[src/rtl/nfc_phy_arb.sv]
// nfc_phy_arb
// Round-robin arbiter that grants one of N_REQ command requesters ownership
// of a single NFC PHY, forwards the winner's latched command, tracks the PHY
// through its busy/idle status, and reports normal completion or timeout.
//
// Ports
//   clk, rst_n         clock; asynchronous active-low reset
//   i_req_valid        per-requester command valid
//   o_req_ready        per-requester accept (combinational, IDLE only)
//   i_req_cmd/id       flattened 16-bit command / command ID, slice k = [16k+15:16k]
//   i_req_addr         flattened 48-bit address
//   i_req_param        flattened 32-bit parameter word
//   o_cmd_valid        PHY command valid (ISSUE only)
//   i_cmd_ready        PHY command ready
//   o_cmd, o_cmd_id, o_addr, o_cmd_param   latched payload to the PHY
//   i_status           PHY status: 00 IDLE, 01 BUSY, 10 WAIT, 11 READY
//   o_grant            one-hot current owner, zero when no owner
//   o_done, o_timeout  one-cycle completion / timeout pulses (FIN)
//   o_done_id          ID of the finished operation, valid with the pulses
//   o_dbg_state        current FSM state (IDLE=0 ISSUE=1 START=2 RUN=3 FIN=4)
//
// Handshake: a requester transfer happens on a rising clk edge when
// i_req_valid[k] and o_req_ready[k] are both high; a PHY transfer happens when
// o_cmd_valid and i_cmd_ready are both high. Valid never depends on ready.
module nfc_phy_arb #(
    parameter int N_REQ       = 4,
    parameter int TIMEOUT_CYC = 65535
) (
    input  logic                  clk,
    input  logic                  rst_n,
    input  logic [N_REQ-1:0]      i_req_valid,
    output logic [N_REQ-1:0]      o_req_ready,
    input  logic [16*N_REQ-1:0]   i_req_cmd,
    input  logic [16*N_REQ-1:0]   i_req_id,
    input  logic [48*N_REQ-1:0]   i_req_addr,
    input  logic [32*N_REQ-1:0]   i_req_param,
    output logic                  o_cmd_valid,
    input  logic                  i_cmd_ready,
    output logic [15:0]           o_cmd,
    output logic [15:0]           o_cmd_id,
    output logic [47:0]           o_addr,
    output logic [31:0]           o_cmd_param,
    input  logic [1:0]            i_status,
    output logic [N_REQ-1:0]      o_grant,
    output logic                  o_done,
    output logic                  o_timeout,
    output logic [15:0]           o_done_id,
    output logic [2:0]            o_dbg_state
);

    localparam int                PTR_W  = $clog2(N_REQ);
    localparam logic [15:0]       TO_LIM = 16'(TIMEOUT_CYC - 1);
    localparam logic [PTR_W-1:0]  LAST   = PTR_W'(N_REQ - 1);
    localparam logic [N_REQ-1:0]  ONE    = N_REQ'(1);

    typedef enum logic [2:0] {
        S_IDLE  = 3'd0,
        S_ISSUE = 3'd1,
        S_START = 3'd2,
        S_RUN   = 3'd3,
        S_FIN   = 3'd4
    } state_t;

    state_t              r_state;
    state_t              w_state_nxt;
    logic [PTR_W-1:0]    r_rr_ptr;
    logic [PTR_W-1:0]    r_owner;
    logic [15:0]         r_timer;
    logic                r_to_flag;
    logic [N_REQ-1:0]    r_grant;
    logic [15:0]         r_cmd;
    logic [15:0]         r_cmd_id;
    logic [47:0]         r_addr;
    logic [31:0]         r_param;
    logic [PTR_W-1:0]    w_winner;
    logic                w_any;
    logic                w_to_hit;

    // (base + off) mod N_REQ without a divider; off is always < N_REQ.
    function automatic logic [PTR_W-1:0] rr_idx(input logic [PTR_W-1:0] base, input int off);
        int s;
        s = int'(base) + off;
        if (s >= N_REQ) s = s - N_REQ;
        return PTR_W'(s);
    endfunction

    // Walk offsets from the far end down to 0 so the lowest offset from
    // r_rr_ptr with a valid request is the last (winning) assignment.
    always_comb begin
        w_winner = r_rr_ptr;
        w_any    = |i_req_valid;
        for (int i = N_REQ - 1; i >= 0; i--) begin
            if (i_req_valid[rr_idx(r_rr_ptr, i)]) w_winner = rr_idx(r_rr_ptr, i);
        end
    end

    // Timeout beats a status transition seen in the same cycle.
    assign w_to_hit = (r_timer == TO_LIM);

    always_ff @(posedge clk or negedge rst_n) begin
        if (!rst_n) r_state <= S_IDLE;
        else        r_state <= w_state_nxt;
    end

    always_comb begin
        w_state_nxt = r_state;
        o_req_ready = '0;
        o_cmd_valid = 1'b0;
        o_done      = 1'b0;
        o_timeout   = 1'b0;
        o_done_id   = '0;
        unique case (r_state)
            S_IDLE: begin
                if (w_any) begin
                    // Gated with rst_n so ready is low throughout reset.
                    o_req_ready[w_winner] = rst_n;
                    w_state_nxt           = S_ISSUE;
                end
            end
            S_ISSUE: begin
                o_cmd_valid = 1'b1;
                if (i_cmd_ready) w_state_nxt = S_START;
            end
            S_START: begin
                if (w_to_hit)               w_state_nxt = S_FIN;
                else if (i_status != 2'b00) w_state_nxt = S_RUN;
            end
            S_RUN: begin
                if (w_to_hit || i_status == 2'b00) w_state_nxt = S_FIN;
            end
            S_FIN: begin
                o_done      = ~r_to_flag;
                o_timeout   = r_to_flag;
                o_done_id   = r_cmd_id;
                w_state_nxt = S_IDLE;
            end
            default: w_state_nxt = S_IDLE;
        endcase
    end

    always_ff @(posedge clk or negedge rst_n) begin
        if (!rst_n) begin
            r_rr_ptr  <= '0;
            r_owner   <= '0;
            r_timer   <= '0;
            r_to_flag <= 1'b0;
            r_grant   <= '0;
            r_cmd     <= '0;
            r_cmd_id  <= '0;
            r_addr    <= '0;
            r_param   <= '0;
        end else begin
            unique case (r_state)
                S_IDLE: begin
                    if (w_any) begin
                        r_owner   <= w_winner;
                        r_grant   <= ONE << w_winner;
                        r_cmd     <= i_req_cmd[16*w_winner +: 16];
                        r_cmd_id  <= i_req_id[16*w_winner +: 16];
                        r_addr    <= i_req_addr[48*w_winner +: 48];
                        r_param   <= i_req_param[32*w_winner +: 32];
                        r_to_flag <= 1'b0;
                    end
                end
                S_ISSUE: begin
                    if (i_cmd_ready) r_timer <= '0;
                end
                S_START, S_RUN: begin
                    if (r_timer != 16'hFFFF) r_timer <= r_timer + 16'd1;
                    if (w_to_hit) r_to_flag <= 1'b1;
                end
                S_FIN: begin
                    r_rr_ptr <= (r_owner == LAST) ? '0 : r_owner + 1'b1;
                    r_grant  <= '0;
                end
                default: ;
            endcase
        end
    end

    assign o_grant     = r_grant;
    assign o_cmd       = r_cmd;
    assign o_cmd_id    = r_cmd_id;
    assign o_addr      = r_addr;
    assign o_cmd_param = r_param;
    assign o_dbg_state = r_state;

endmodule

[config.mk]
export PLATFORM = sky130hd
export DESIGN_NAME = nfc_phy_arb
export DESIGN_NICKNAME = d
export VERILOG_FILES = /design/src/rtl/nfc_phy_arb.sv
export SDC_FILE = /design/constraint.sdc
export NUM_CORES = 1
export LEC_CHECK = 0
export ABC_AREA = 1
export CAP_MARGIN = 20
export CELL_PAD_IN_SITES_DETAIL_PLACEMENT = 1
export CELL_PAD_IN_SITES_GLOBAL_PLACEMENT = 1
export CORE_AREA = 2 2 235 237
export DETAILED_ROUTE_END_ITERATION = 6
export DIE_AREA = 0 0 237 239
export HOLD_SLACK_MARGIN = 0.02
export PLACE_DENSITY_LB_ADDON = 0.1
export SLEW_MARGIN = 20
export SYNTH_ARGS = -nofsm -noshare
export SYNTH_HDL_FRONTEND = slang
export SYNTH_SLANG_ARGS = --single-unit
[constraint.sdc]
create_clock -name clk -period 4 [get_ports clk]
set_input_delay 0.4 -clock clk [delete_from_list [all_inputs] [get_ports clk]]
set_output_delay 0.4 -clock clk [all_outputs]
set_load 0.01 [all_outputs]
==> results of run 1 <==
[flip-flops by register name, summed over array words and instances (netlist names)]
register     cells
o_dbg_state      3
o_addr          48
o_cmd_id        16
r_owner          2
r_to_flag        1
o_cmd_param     32
r_rr_ptr         2
o_cmd           16
r_timer         16
o_grant          4
[critical path, delay by kind of cell, from the launching register on]
kind / cells / cell delay, ns
DFF: 1 / 0.68
buffers and inverters: 3 / 0.83
and+or+nand+nor: 10 / 1.25
[kinds of logic (layout without fill, tap and decap cells)]
logic type                 Yosys count  count (layout)
adders and majority gates            3               3
xor gates and xnor gates             8               8
and+or+nand+nor                   1349            1349
other                                0              13
buffers and inverters              401             930
AOI/OAI and AO/OA                   35              35
DFF                                140             140
[area by class of cell]
class	instances	area, µm²	area share
Sequential cell	140	3500	0.191
Clock buffer	21	450	0.0246
Timing Repair Buffer	624	6270	0.342
Tap cell	704	881	0.0481
Multi-Input combinational cell	1395	5990	0.327
Clock inverter	11	168	0.00915
Inverter	274	1030	0.0564
Antenna cell	13	32.5	0.00177
[worst max path at each step]
stage	to	slack [ns]	depth (start not counted)
after global placement	o_req_ready[2]	0.76	14
final	o_req_ready[1]	0.35	13
after detailed placement	o_req_ready[2]	0.62	14
after floorplan	o_req_ready[3]	1.76	15
after global routing	o_req_ready[1]	0.04	13
after CTS	o_req_ready[1]	0.26	13
[cell usage after synthesis]
cell type  count  share of area
nand2_1      899           0.30
nand3_1      345           0.15
inv_1        268          0.090
dfrtp_1      140           0.31
buf_2         73          0.033
nor2_1        47          0.016
nand4_1       35          0.020
clkbuf_1      26         0.0087
o21ai_0       17         0.0076
buf_6         14          0.014
nor3_1         9         0.0040
a21oi_1        8         0.0036
buf_1          8         0.0027
buf_4          6         0.0040
inv_2          5         0.0017
xor2_1         5         0.0039
nor4_1         4         0.0022
o31ai_1        4         0.0027
ha_1           3         0.0034
nand2_2        3         0.0017
xnor2_1        3         0.0023
nand2_4        2         0.0020
nand3b_1       2         0.0013
o21ai_1        2        0.00089
o21ai_2        2         0.0016
a31oi_1        1        0.00056
and3_1         1        0.00056
clkinv_1       1        0.00034
nand3_4        1         0.0016
nor3_2         1        0.00089
o22ai_1        1        0.00056
[per-layer routing]
layer / share of wire / vias up / global-route usage
met4: 0.030 / 22 / 0.0880
li1: - / 6968 / -
met1: 0.40 / 6651 / 0.249
met2: 0.49 / 378 / 0.381
met5: 0.0022 / - / 0
met3: 0.078 / 95 / 0.0808
[stage by stage]
stage | instances | power [W] | hold WS, ns | worst slack [ns]
after floorplan | 1936 | 0.00947 | 0.104 | 1.76
after global placement | 3136 | 0.0136 | 0.423 | 0.756
after detailed placement | 3136 | 0.0137 | 0.422 | 0.617
after CTS | 3169 | 0.0156 | 0.473 | 0.256
after global routing | 3177 | 0.0169 | 0.501 | 0.0429
final | 3182 | 0.0153 | 0.478 | 0.347
[repair_timing]
action / 4_1_cts / 5_1_grt
hold buffers: 1 / 0
endpoints found under the hold margin: 45 / 0
setup buffers: 0 / 0
setup endpoints to repair: 0 / 0
[where the power goes]
part	internal, W	switching, W	leakage, nW
sequential	0.00211	0.000500	1.75
combinational	0.00392	0.00696	7.37
clock	0.00106	0.000707	0.297
==> impl_results.md, run 1 <==
- Initial Utilization: 0.206
- Rows: 86
- Critical Path, Cell by Cell: inv_2, nand2_1, nand3_1, nand2_1, clkinv_1, nand2_1, nand2_2, nand2_2, nand2_8, nand2_8, nand2_1, nor3_1, clkdlybuf4s50_1
- Die Height: 239 µm
- Min-Delay Endpoint: o_addr[10]$_DFFE_PN0P_
- Hold Crit Start: o_addr[10]$_DFFE_PN0P_
- Synth cell types: 31
- Final Hold Viols: 0
- WP data required: 3.60 ns
- Largest net degree at the start of global routing: 126
- Worst setup EP type: output port
- CP arrival: 3.25 ns
- Worst Setup Start Kind: register
- Post-synthesis simple-gate area fraction: 0.506
- Die W: 237 µm
- Max VDD drop: 783 µV
- Setup slack, reg-to-reg: 0.83 ns
- Post-synthesis sequential area ratio: 0.313
- Max Cap Viol: 0
- Post-route cell area: 18300 µm²
- Worst rel slew slack: 0.436
- Syn Std Cell Area: 11200 µm²
- Leak: 9.42 nW
- Actual slew at the worst max-slew pin: 0.846 ns
- CTS tree: built
- Worst hold path class: reg -> reg
- Post-Synth Adder-Cell Area: 0.00336
- Post-Route WL: 63.0 mm
- Clk buf depth: 2
- Die ar.: 56600 µm²
- Core footprint: 54300 µm²
- Worst skew pair latency: 0.48 ns
- Most used cell, CP: nand2_1
- Vias: 14100
- Synth Instances: 1936
- Port-buffer cells: 598
- Fin. max-slew vios: 0
- Setup-failing EPs final: 0
- First-pass GRT wire length: 94.1 mm
- Final period util: 0.913
- Ys Warns: 0
- DP Area: 17700 µm²
- Skew final: 0.00796 ns
- Cells resized by post-CTS repair: 0
- Top Ports: 599
- Compound-Gate Fraction of Synth Area: 0.0174
- Post-DRT Antenna Nets: 0
- Final nets: 2912
- Commonest non-fill, non-tap cell in the layout: nand2_1
- Combinational family with the most area after synthesis: simple AND/OR/NAND/NOR gates
- H-Tree Level Count: 4
- Status: completed
- Layout area overhead: 63.9%
- Gpl congestion: 0.886
- Total gr overflow: 0
- Crit path time final: 3.65 ns
- Starting DRT DRC Count: 600
- RR Endpoint: o_cmd[8]$_DFFE_PN0P_
- Fill count: 6945
- Clock-pin slew on the worst setup and hold paths: 0.06 ns
- Clock sinks: 140
- Worst hold stages: 2
- Root buf cell: clkbuf_16
- Post-synthesis mux area share: 0
- Slowest cell on the critical path: dfrtp_1
- Mapped Nets: 2396
- Final Util: 0.337
- Power per standard cell area: 832 nW/µm²
- DRC errors left: 0
- TNS Setup: 0 ns
- Initial antenna violation count: 24
- GR Util All Layers: 0.222
- Critical path class: reg -> out
- Fmax: 274 MHz
- Share of layout cells above drive strength 1: 0.0284
- Critical path origin: r_rr_ptr[0]$_DFFE_PN0P_
- Mean Syn Cell Area: 5.78 µm²
- #FFs+latches synth: 140
- Reg2Reg Launch Point: r_rr_ptr[0]$_DFFE_PN0P_
- XOR/XNOR share of the synthesized area: 0.00626
- R2r worst-path depth: 16
- TritonRoute pass-1 iters: 4
- RSZ-0062 raised after global routing: false
- Vias/cell: 4.44
- Number of global-route vias before repair: 15000
- Slowest cell delay on critical path: 0.68 ns
- Commonest cells after routing, fill and taps aside: nand2_1, clkdlybuf4s50_1, nand3_1, inv_1, dfrtp_1
- DP HPWL: 47.4 mm
- CTS Buf Count: 17
- Crit path max fanout: 45
- Wire per inst: 19.8 µm
No activity file was read; power rests on OpenSTA's default activity.
==> run 2: changes to the inputs <==
TNS_END_PERCENT = 10   (was not set)
==> results of run 2 <==
Same layout as run 1: the final DEF is identical, and so are final timing and power.
